File: src/rtl/barrel_pkg.sv
// Shared constants, types and helpers for the barrel-projection coordinate path.
package barrel_pkg;

    // Width of every pixel coordinate carried through the path (up to 4096 pixels).
    localparam int COORD_W = 12;

    // Signed width for the dx*w*RECIP product.
    // Sized with headroom for the largest 4096x4096 frame.
    localparam int PROD_W = 40;

    typedef logic signed [PROD_W-1:0] prod_t;

    // Q16 reciprocal of the frame height.
    // It replaces the per-pixel divide by a multiply and a shift.
    function automatic int calcRecip(input int height);
        return 65536 / height;
    endfunction

endpackage

File: src/rtl/barrel_coord_map.sv
// Three-stage barrel mapping pipeline.
// It turns a raster position (x, y) into the source coordinate
// (cx + floor(dx*w*RECIP / 2^16), y), clamped to the frame.
module barrel_coord_map
    import barrel_pkg::*;
#(
    parameter int WIDTH  = 1080,
    parameter int HEIGHT = 960
) (
    input  logic               clk,
    input  logic               reset,
    input  logic               valid_i,
    input  logic [COORD_W-1:0] x_i,
    input  logic [COORD_W-1:0] y_i,
    output logic               valid_o,
    output logic [COORD_W-1:0] mathX_o,
    output logic [COORD_W-1:0] mathY_o
);

    localparam prod_t CX_P     = prod_t'(WIDTH / 2);
    localparam prod_t CY_P     = prod_t'(HEIGHT / 2);
    localparam prod_t HEIGHT_P = prod_t'(HEIGHT);
    localparam prod_t RECIP_P  = prod_t'(calcRecip(HEIGHT));
    localparam prod_t XMAX_P   = prod_t'(WIDTH - 1);

    logic               s1Valid_q;
    logic [COORD_W-1:0] s1X_q;
    logic [COORD_W-1:0] s1Y_q;

    prod_t              yDiff;
    prod_t              dy;
    prod_t              w;
    prod_t              dxw_d;
    logic               s2Valid_q;
    prod_t              s2Dxw_q;
    logic [COORD_W-1:0] s2Y_q;

    prod_t              scaled;
    prod_t              mapped;
    logic [COORD_W-1:0] mathX_d;
    logic               valid_q;
    logic [COORD_W-1:0] mathX_q;
    logic [COORD_W-1:0] mathY_q;

    // Stage 1: register the incoming raster position and its valid.
    always_ff @(posedge clk or negedge reset) begin
        if (!reset) begin
            s1Valid_q <= 1'b0;
            s1X_q     <= '0;
            s1Y_q     <= '0;
        end else begin
            s1Valid_q <= valid_i;
            s1X_q     <= x_i;
            s1Y_q     <= y_i;
        end
    end

    // Stage 2 datapath: compute the distance from the centre row and the row weight w.
    always_comb begin
        yDiff = prod_t'(s1Y_q) - CY_P;
        dy    = (yDiff < prod_t'(0)) ? -yDiff : yDiff;
        w     = HEIGHT_P - dy;
        dxw_d = (prod_t'(s1X_q) - CX_P) * w;
    end

    // Stage 2 register: hold the signed dx*w product alongside the row.
    always_ff @(posedge clk or negedge reset) begin
        if (!reset) begin
            s2Valid_q <= 1'b0;
            s2Dxw_q   <= '0;
            s2Y_q     <= '0;
        end else begin
            s2Valid_q <= s1Valid_q;
            s2Dxw_q   <= dxw_d;
            s2Y_q     <= s1Y_q;
        end
    end

    // Stage 3 datapath: scale by RECIP, floor-shift, recentre and clamp into the frame.
    always_comb begin
        scaled = s2Dxw_q * RECIP_P;
        mapped = CX_P + (scaled >>> 16);
        if (mapped < prod_t'(0)) begin
            mapped = prod_t'(0);
        end else if (mapped > XMAX_P) begin
            mapped = XMAX_P;
        end
        mathX_d = COORD_W'(mapped);
    end

    // Stage 3 register: publish one result per beat; coordinates hold between beats.
    always_ff @(posedge clk or negedge reset) begin
        if (!reset) begin
            valid_q <= 1'b0;
            mathX_q <= '0;
            mathY_q <= '0;
        end else begin
            valid_q <= s2Valid_q;
            if (s2Valid_q) begin
                mathX_q <= mathX_d;
                mathY_q <= s2Y_q;
            end
        end
    end

    assign valid_o = valid_q;
    assign mathX_o = mathX_q;
    assign mathY_o = mathY_q;

endmodule

File: src/rtl/barrel_projection_wrapper.sv
// Stream front end of the barrel-projection path.
// It accepts raster pixels, tracks (x, y) and feeds the mapping pipeline.
module barrel_projection_wrapper
    import barrel_pkg::*;
#(
    parameter int WIDTH  = 1080,
    parameter int HEIGHT = 960
) (
    input  logic               clk,
    input  logic               reset,
    input  logic [15:0]        AXIS_IN_tdata,
    input  logic               AXIS_IN_tvalid,
    output logic               AXIS_IN_tready,
    output logic               Math_Valid,
    output logic [COORD_W-1:0] MathX,
    output logic [COORD_W-1:0] MathY
);

    localparam logic [COORD_W-1:0] X_LAST = COORD_W'(WIDTH - 1);
    localparam logic [COORD_W-1:0] Y_LAST = COORD_W'(HEIGHT - 1);
    localparam logic [COORD_W-1:0] ONE    = COORD_W'(1);

    logic               ready_q;
    logic               accept;
    logic [COORD_W-1:0] x_q;
    logic [COORD_W-1:0] x_d;
    logic [COORD_W-1:0] y_q;
    logic [COORD_W-1:0] y_d;
    logic               beatValid_q;
    logic [COORD_W-1:0] beatX_q;
    logic [COORD_W-1:0] beatY_q;
    logic               unusedTdata;

    // Pixel payload is not used by the coordinate path in this revision.
    assign unusedTdata = ^AXIS_IN_tdata;
    assign accept      = AXIS_IN_tvalid & ready_q;

    // Ready rises on the first clock after reset and never applies backpressure.
    always_ff @(posedge clk or negedge reset) begin
        if (!reset) begin
            ready_q <= 1'b0;
        end else begin
            ready_q <= 1'b1;
        end
    end

    // Next raster position: x wraps at the line end and carries into y, which wraps at the frame end.
    always_comb begin
        x_d = x_q;
        y_d = y_q;
        if (accept) begin
            if (x_q == X_LAST) begin
                x_d = '0;
                y_d = (y_q == Y_LAST) ? '0 : y_q + ONE;
            end else begin
                x_d = x_q + ONE;
            end
        end
    end

    // Raster counter registers.
    always_ff @(posedge clk or negedge reset) begin
        if (!reset) begin
            x_q <= '0;
            y_q <= '0;
        end else begin
            x_q <= x_d;
            y_q <= y_d;
        end
    end

    // Capture the accepted beat's position at the stream boundary before it enters the mapper.
    always_ff @(posedge clk or negedge reset) begin
        if (!reset) begin
            beatValid_q <= 1'b0;
            beatX_q     <= '0;
            beatY_q     <= '0;
        end else begin
            beatValid_q <= accept;
            if (accept) begin
                beatX_q <= x_q;
                beatY_q <= y_q;
            end
        end
    end

    barrel_coord_map #(
        .WIDTH  (WIDTH),
        .HEIGHT (HEIGHT)
    ) u_coordMap (
        .clk     (clk),
        .reset   (reset),
        .valid_i (beatValid_q),
        .x_i     (beatX_q),
        .y_i     (beatY_q),
        .valid_o (Math_Valid),
        .mathX_o (MathX),
        .mathY_o (MathY)
    );

    assign AXIS_IN_tready = ready_q;

endmodule

File: config.mk
export PLATFORM = sky130hd
export DESIGN_NAME = barrel_projection_wrapper
export DESIGN_NICKNAME = d
export VERILOG_FILES = /design/src/rtl/barrel_pkg.sv /design/src/rtl/barrel_coord_map.sv /design/src/rtl/barrel_projection_wrapper.sv
export SDC_FILE = /design/constraint.sdc
export NUM_CORES = 1
export LEC_CHECK = 0
export CORE_MARGIN = 4
export CORE_UTILIZATION = 50
export CTS_CLUSTER_DIAMETER = 60
export DETAILED_ROUTE_END_ITERATION = 8
export PLACE_DENSITY = 0.66
export RECOVER_POWER = 25
export REMOVE_ABC_BUFFERS = 1
export SLEW_MARGIN = 0
export SYNTH_ARGS = -nofsm -noshare
export SYNTH_HDL_FRONTEND = slang
export SYNTH_SLANG_ARGS = --single-unit
File: constraint.sdc
create_clock -name clk -period 19.56 [get_ports clk]
set_input_delay 3.912 -clock clk [delete_from_list [all_inputs] [get_ports clk]]
set_output_delay 3.912 -clock clk [all_outputs]
set_load 0.05 [all_outputs]
* After elaboration in Yosys (flattened, before gate mapping)
Index checks and enable logic that the tools add are counted.
** Word-level totals
- Register bits :: 153
- Bits of input ports :: 19
- Memories :: 0
- Memory bits (writable) :: 0
- Output and inout bits :: 26
- Latch bits :: 0
- Logic and storage cells :: 36
- Bits in read-only memories :: 0
** Cells by class
- Eq/ne operators :: 2
- Reduce and logical (&&, ||, !) cells :: 1
- Multiply operators :: 2
- Add/subtract/negate cells :: 7
- Shifts and indexed selects :: 0
- Mux-type cells :: 5
- Divide/modulo/power cells :: 0
- Order comparisons :: 3
- Bitwise logic cells :: 1
** Operator list (number)
- 12-bit two-way mux :: 4
- 40-bit by 1-bit less-than comparator with 1-bit output, second input constant :: 1
- 40-bit by 40-bit multiplier with 40-bit output :: 1
- 40-bit by 6-bit multiplier with 38-bit output, second input constant :: 1
- 40-bit two-way mux :: 1
- 40-bit negator :: 1
- 11-bit by 40-bit subtractor with 40-bit output, first input constant :: 1
- 11-bit by 24-bit adder with 25-bit output, first input constant :: 1
- 25-bit by 12-bit > comparator with 1-bit output, second input constant :: 1
- 25-bit by 1-bit less-than comparator with 1-bit output, second input constant :: 1
- 12-bit by 1-bit adder with 12-bit output, second input constant :: 2
- 12-bit by 10-bit subtractor with 13-bit output, second input constant :: 1
- 12-bit by 9-bit subtractor with 13-bit output, second input constant :: 1
- 12-bit by 10-bit == test with 1-bit output, second input constant :: 1
- 12-bit by 11-bit == test with 1-bit output, second input constant :: 1
- 2-bit AND reduction :: 1
- 1-bit bitwise AND :: 1

* Logic depth before layout (Yosys ltp)
- Depth in word-level cells :: 5
- Depth in mapped cells :: 42
- Mapped depth without buffers :: 40

* Modules after synthesis
From an unflattened synthesis, not the netlist that was laid out.
** Unflattened totals
- Cell total of the unflattened synthesis :: 2235
- Area total of the unflattened synthesis :: 21038.9 um^2
** Modules (own cells, without submodules)
- barrel_coord_map :: sequential area each 2527.4 um^2, instances 1, cells each 1999, area an instance 18730.5 um^2
- barrel_projection_wrapper :: sequential area each 1251.2 um^2, instances 1, cells each 236, area an instance 2308.5 um^2

* Least setup slack after synthesis
OpenSTA, ideal clock, no wires.
- Path kind :: register -> register
- Start point :: reg u_coordMap.s1Y_q[8]
- End point :: reg u_coordMap.s2Dxw_q[37]
- Data arrival time :: 9.048 ns
- Library setup time :: 0.125 ns
- Buffers on the path :: 3
- Required time :: 19.435 ns
- Path slack :: 10.387 ns
- Period minus slack after synthesis :: 9.173 ns
- Cell stages (with the launch flop) :: 41
- Cells stage by stage :: dfrtp_1 clkbuf_1 a41o_1 or3_1 clkbuf_1 nor2_1 nand2_1 o21ai_0 xnor2_1 and2_1 o21ai_0 nor2_1 or3b_2 o31ai_1 a221oi_1 clkbuf_1 nand2_1 fa_1 [... 5 more ...] inv_1 fa_1 inv_1 fa_1 inv_1 ha_1 a21o_1 a211oi_1 nor2b_1 a21oi_1 o221a_2 o221ai_1 o221ai_1 o21ai_0 o21ai_0 or4b_2 a31oi_1 xnor2_1
** On the way
- Longest elaborated chain between the ends :: 5
- Elaborated cells on any way between the ends :: 6
- Classes of those cells :: 3 x add/sub; 1 x mul; 1 x order compare; 1 x mux
** RTL lines
- from (decl) :: line barrel_coord_map.sv:28 : logic [COORD_W-1:0] s1Y_q;
- from (signal assigned) :: line barrel_coord_map.sv:54 : s1Y_q <= y_i;
- 12-bit by 9-bit subtractor with 13-bit output (*) :: line barrel_coord_map.sv:60 : yDiff = prod_t'(s1Y_q) - CY_P;
- 40-bit negator or 40-bit by 1-bit less-than comparator with 1-bit output (tied branches) :: line barrel_coord_map.sv:61 : dy = (yDiff < prod_t'(0)) ? -yDiff : yDiff;
- 40-bit two-way mux (*) :: line barrel_coord_map.sv:61
- 11-bit by 40-bit subtractor with 40-bit output (*) :: line barrel_coord_map.sv:62 : w = HEIGHT_P - dy;
- 40-bit by 40-bit multiplier with 40-bit output (*) :: line barrel_coord_map.sv:63 : dxw_d = (prod_t'(s1X_q) - CX_P) * w;
- named net u_coordMap.dxw_d[37] :: line barrel_coord_map.sv:33 : prod_t dxw_d;
- to (signal assigned) :: line barrel_coord_map.sv:74 : s2Dxw_q <= dxw_d;
- to (decl) :: line barrel_coord_map.sv:35 : prod_t s2Dxw_q;
The timed path passes the listed nets; every way through them passes the cells marked *.
A chain may end at the register's enable or synchronous reset.

* Worst setup path in the final report
- Start point :: reg u_coordMap.s1Y_q[0]
- End point :: reg u_coordMap.s2Dxw_q[37]
Same word-level chain as after synthesis.

==> run summary <==
CTS H-tree depth: 4
# Post-CTS Setup Buffers: 0
Final Cycle Share: 0.5362
antenna cell count: 0
Vias: 14,180
Synth area leader: fa_1
placed cell count: 2,663
Synth top area share: 0.3133
first-pass GRT wire length: 74,800 um
Placement Setup Slack: 9.020 ns
Syn Area/Cell: 9.602 sq um
WS Path Type: flop to flop
Detailed Route WL: 43,490 um
worst-path maximum fanout: 13
Hold Path Stages: 0
LEAKAGE: 11.32 nW
core area: 40,920 sq um
Initial Utilization: 0.5058
Crit path largest cell delay: 0.65 ns
required time worst endpoint: 19.87 ns
most frequent CP cell: fa_1
die span in y: 211.5 um
DIE AREA: 44,720 sq um
Max stage delay cell, worst path: or4b_2
Netlist cell types: 100
MaxCap Viol Count: 1
Hold Violations, Final: 0
Mapped Cells: 2,156
I/O pin cnt: 45
sequential cell area fraction in the yosys report: 0.1825
Worst-Skew Late Latency: 0.45 ns
Worst IR Drop VDD: 0.2233 mV
nets@finish: 2,683
Worst Skew: 0.01752 ns
Resize count post-CTS: 0
unrepaired setup endpoints after global routing: no
Worst setup SP type: flop
vias per inst: 5.263
Syn-to-layout area delta: 6.818%
# port buffers: 28
Clock Tree Buf Depth: 2
fraction of layout cells with a size suffix above 1: 0.06288
via count of the first global-routing pass: 15,390
ys flop type: dfrtp_1
clock sinks: 151
cts hold-fix bufs: 0
worst hold margin: 0.3419 ns
P per Cell Area: 158.1 nW/um^2
Total GRT Usage: 0.2055
Post-DP HPWL: 33,890 um
mapped cell area: 20,700 sq um
Period minus WS final: 10.49 ns
design area: 22,110 sq um
depth of the most critical reg-to-reg path: 37
Synth area leaders: fa_1 31%, dfrtp_1 18%, ha_1 11%
clk slew on worst S/H paths: 0.08 ns
gr ovfl total: 0
FFs w/ async S/R, synth: 1.000
Synthesis Warnings: 0
post-route setup TNS: 0 ns
fmax: 0.09534 GHz
CTS tree: built
# rows: 74
Hold Path Class: flop to flop
drt initial violations: 734
register bit total from synthesis: 151
Post-synth EDFFs: 0
clock root buffer: clkbuf_16
final setup margin: 9.071 ns
DRT antenna net count: 0
CTS Buf Count: 17
Residual DRC: 0
Worst Setup End Kind: flop
initial antenna violation count: 0
Slew headroom: -1.936
setup violators final: 0
DR WL/cell: 16.14 um
First-pass DRT Iterations: 5
status: finished with violations
Die X: 211.5 um
final std cells w/o fill: 2,695
largest net degree at the start of global routing: 84
fin. max-slew vios: 84
Worst EP arrival: 10.80 ns
Final Wtd Congestion: 0.8724
violated checks: capacitance limit, slew limit
placed inst area: 21,540 sq um
fillcell total: 3,602
Worst Tran Pin Value: 4.404 ns
## kinds of logic after synthesis
logic type	Yosys count	share of synthesized area
compound gates	234	0.08160
xor+xnor	124	0.05283
fa+ha+maj	514	0.4282
buf+inv	514	0.09519
flops	151	0.1825
mux	47	0.02502
other cells	1	0.0001811
simple gates	571	0.1345
## placed cells by master, fill, tap and decap left out, types with 11 or more instances in the layout
| master | n |
|---|---|
| inv_1 | 440 |
| fa_1 | 324 |
| nand2_1 | 219 |
| ha_1 | 190 |
| dfrtp_1 | 151 |
| nor2_1 | 115 |
| and2_1 | 77 |
| xnor2_1 | 77 |
| a21oi_1 | 53 |
| xor2_1 | 43 |
| o21ai_0 | 42 |
| mux2_2 | 38 |
| nand2b_1 | 28 |
| clkdlybuf4s50_1 | 27 |
| nor3_1 | 23 |
| a21o_1 | 23 |
| nand3_1 | 22 |
| buf_4 | 19 |
| clkbuf_16 | 17 |
| nand4_1 | 14 |
| and3_1 | 11 |
## path summary, 6_finish.rpt
check / from / end / slack (ns)
worst min-delay path: u_coordMap.s1Valid_q / u_coordMap.s2Valid_q / 0.34
min in group asynchronous: reset / u_coordMap.mathX_o[2] / 5.02
worst min register to register: u_coordMap.s1Valid_q / u_coordMap.s2Valid_q / 0.34
max in group asynchronous: reset / u_coordMap.mathY_o[9] / 11.94
worst max-delay path: u_coordMap.s1Y_q[0] / u_coordMap.s2Dxw_q[37] / 9.07
worst max register to register: u_coordMap.s1Y_q[0] / u_coordMap.s2Dxw_q[37] / 9.07
## metrics by stage
| stage | util | power, W |
|---|---|---|
| 3_3_place_gp | 0.5263 | 0.003086 |
| 6_report | 0.5403 | 0.003495 |
| 4_1_cts | 0.5406 | 0.003514 |
| 3_5_place_dp | 0.5263 | 0.003139 |
| 2_1_floorplan | - | 0.002624 |
| 5_1_grt | 0.5403 | 0.003909 |
## cell type report
type                    count  area (sq um)  share of cell area
clock buffers              17         425.4             0.01924
clock inverters            15         158.9            0.007186
inverters                 441          1655             0.07486
multi-input cells        1491         15010              0.6787
flip-flops and latches    151          3779              0.1709
well taps                 532         665.6             0.03010
repair buffers             48         420.4             0.01901
## worst max-delay path: cells and delay by family, from the launching register on
kind | cells | cell delay, ns
AO/OA/AOI/OAI | 14 | 3.02
XOR/XNOR | 1 | 0.10
adder cells (fa/ha/maj) | 8 | 3.58
buffers and inverters | 4 | 0.77
flip-flops | 1 | 0.64
AND/OR/NAND/NOR | 10 | 2.23
## layer usage
| layer | part of all wire | GRT usage |
|---|---|---|
| met4 | 0.022 | 0.05309 |
| met1 | 0.44 | 0.2730 |
| met5 | 0 | 0 |
| met2 | 0.49 | 0.3494 |
| met3 | 0.044 | 0.03957 |
## cell usage after synthesis, drive strengths merged, types with 7 or more instances
master,number
a211oi,11
a21o,25
a21oi,54
a221o,8
a31oi,11
and2,80
and3,13
buf,8
clkbuf,65
dfrtp,151
fa,324
ha,190
inv,440
mux2,38
mux2i,9
nand2,220
nand2b,28
nand3,22
nand4,14
nor2,118
nor2b,9
nor3,23
o21a,9
o21ai,45
o21bai,8
o31ai,7
or3,9
xnor2,79
xor2,45
## sequential cells by signal (all words and copies together) (netlist names)
register	count
AXIS_IN_tready	1
u_coordMap.s1Valid_q	1
u_coordMap.s1X_q	12
u_coordMap.s2Valid_q	1
x_q	12
u_coordMap.valid_o	1
beatX_q	12
u_coordMap.mathX_o	12
beatValid_q	1
u_coordMap.s2Dxw_q	38
beatY_q	12
u_coordMap.s2Y_q	12
u_coordMap.mathY_o	12
y_q	12
u_coordMap.s1Y_q	12
## power breakdown
part / total [W] / switching (W) / internal [W]
Combinational: 0.00274 / 0.00155 / 0.00119
Sequential: 0.000424 / 0.0000443 / 0.000379
Clock: 0.000327 / 0.000157 / 0.000170
Total: 0.00350 / 0.00175 / 0.00174
No activity file was read; power rests on OpenSTA's default activity.
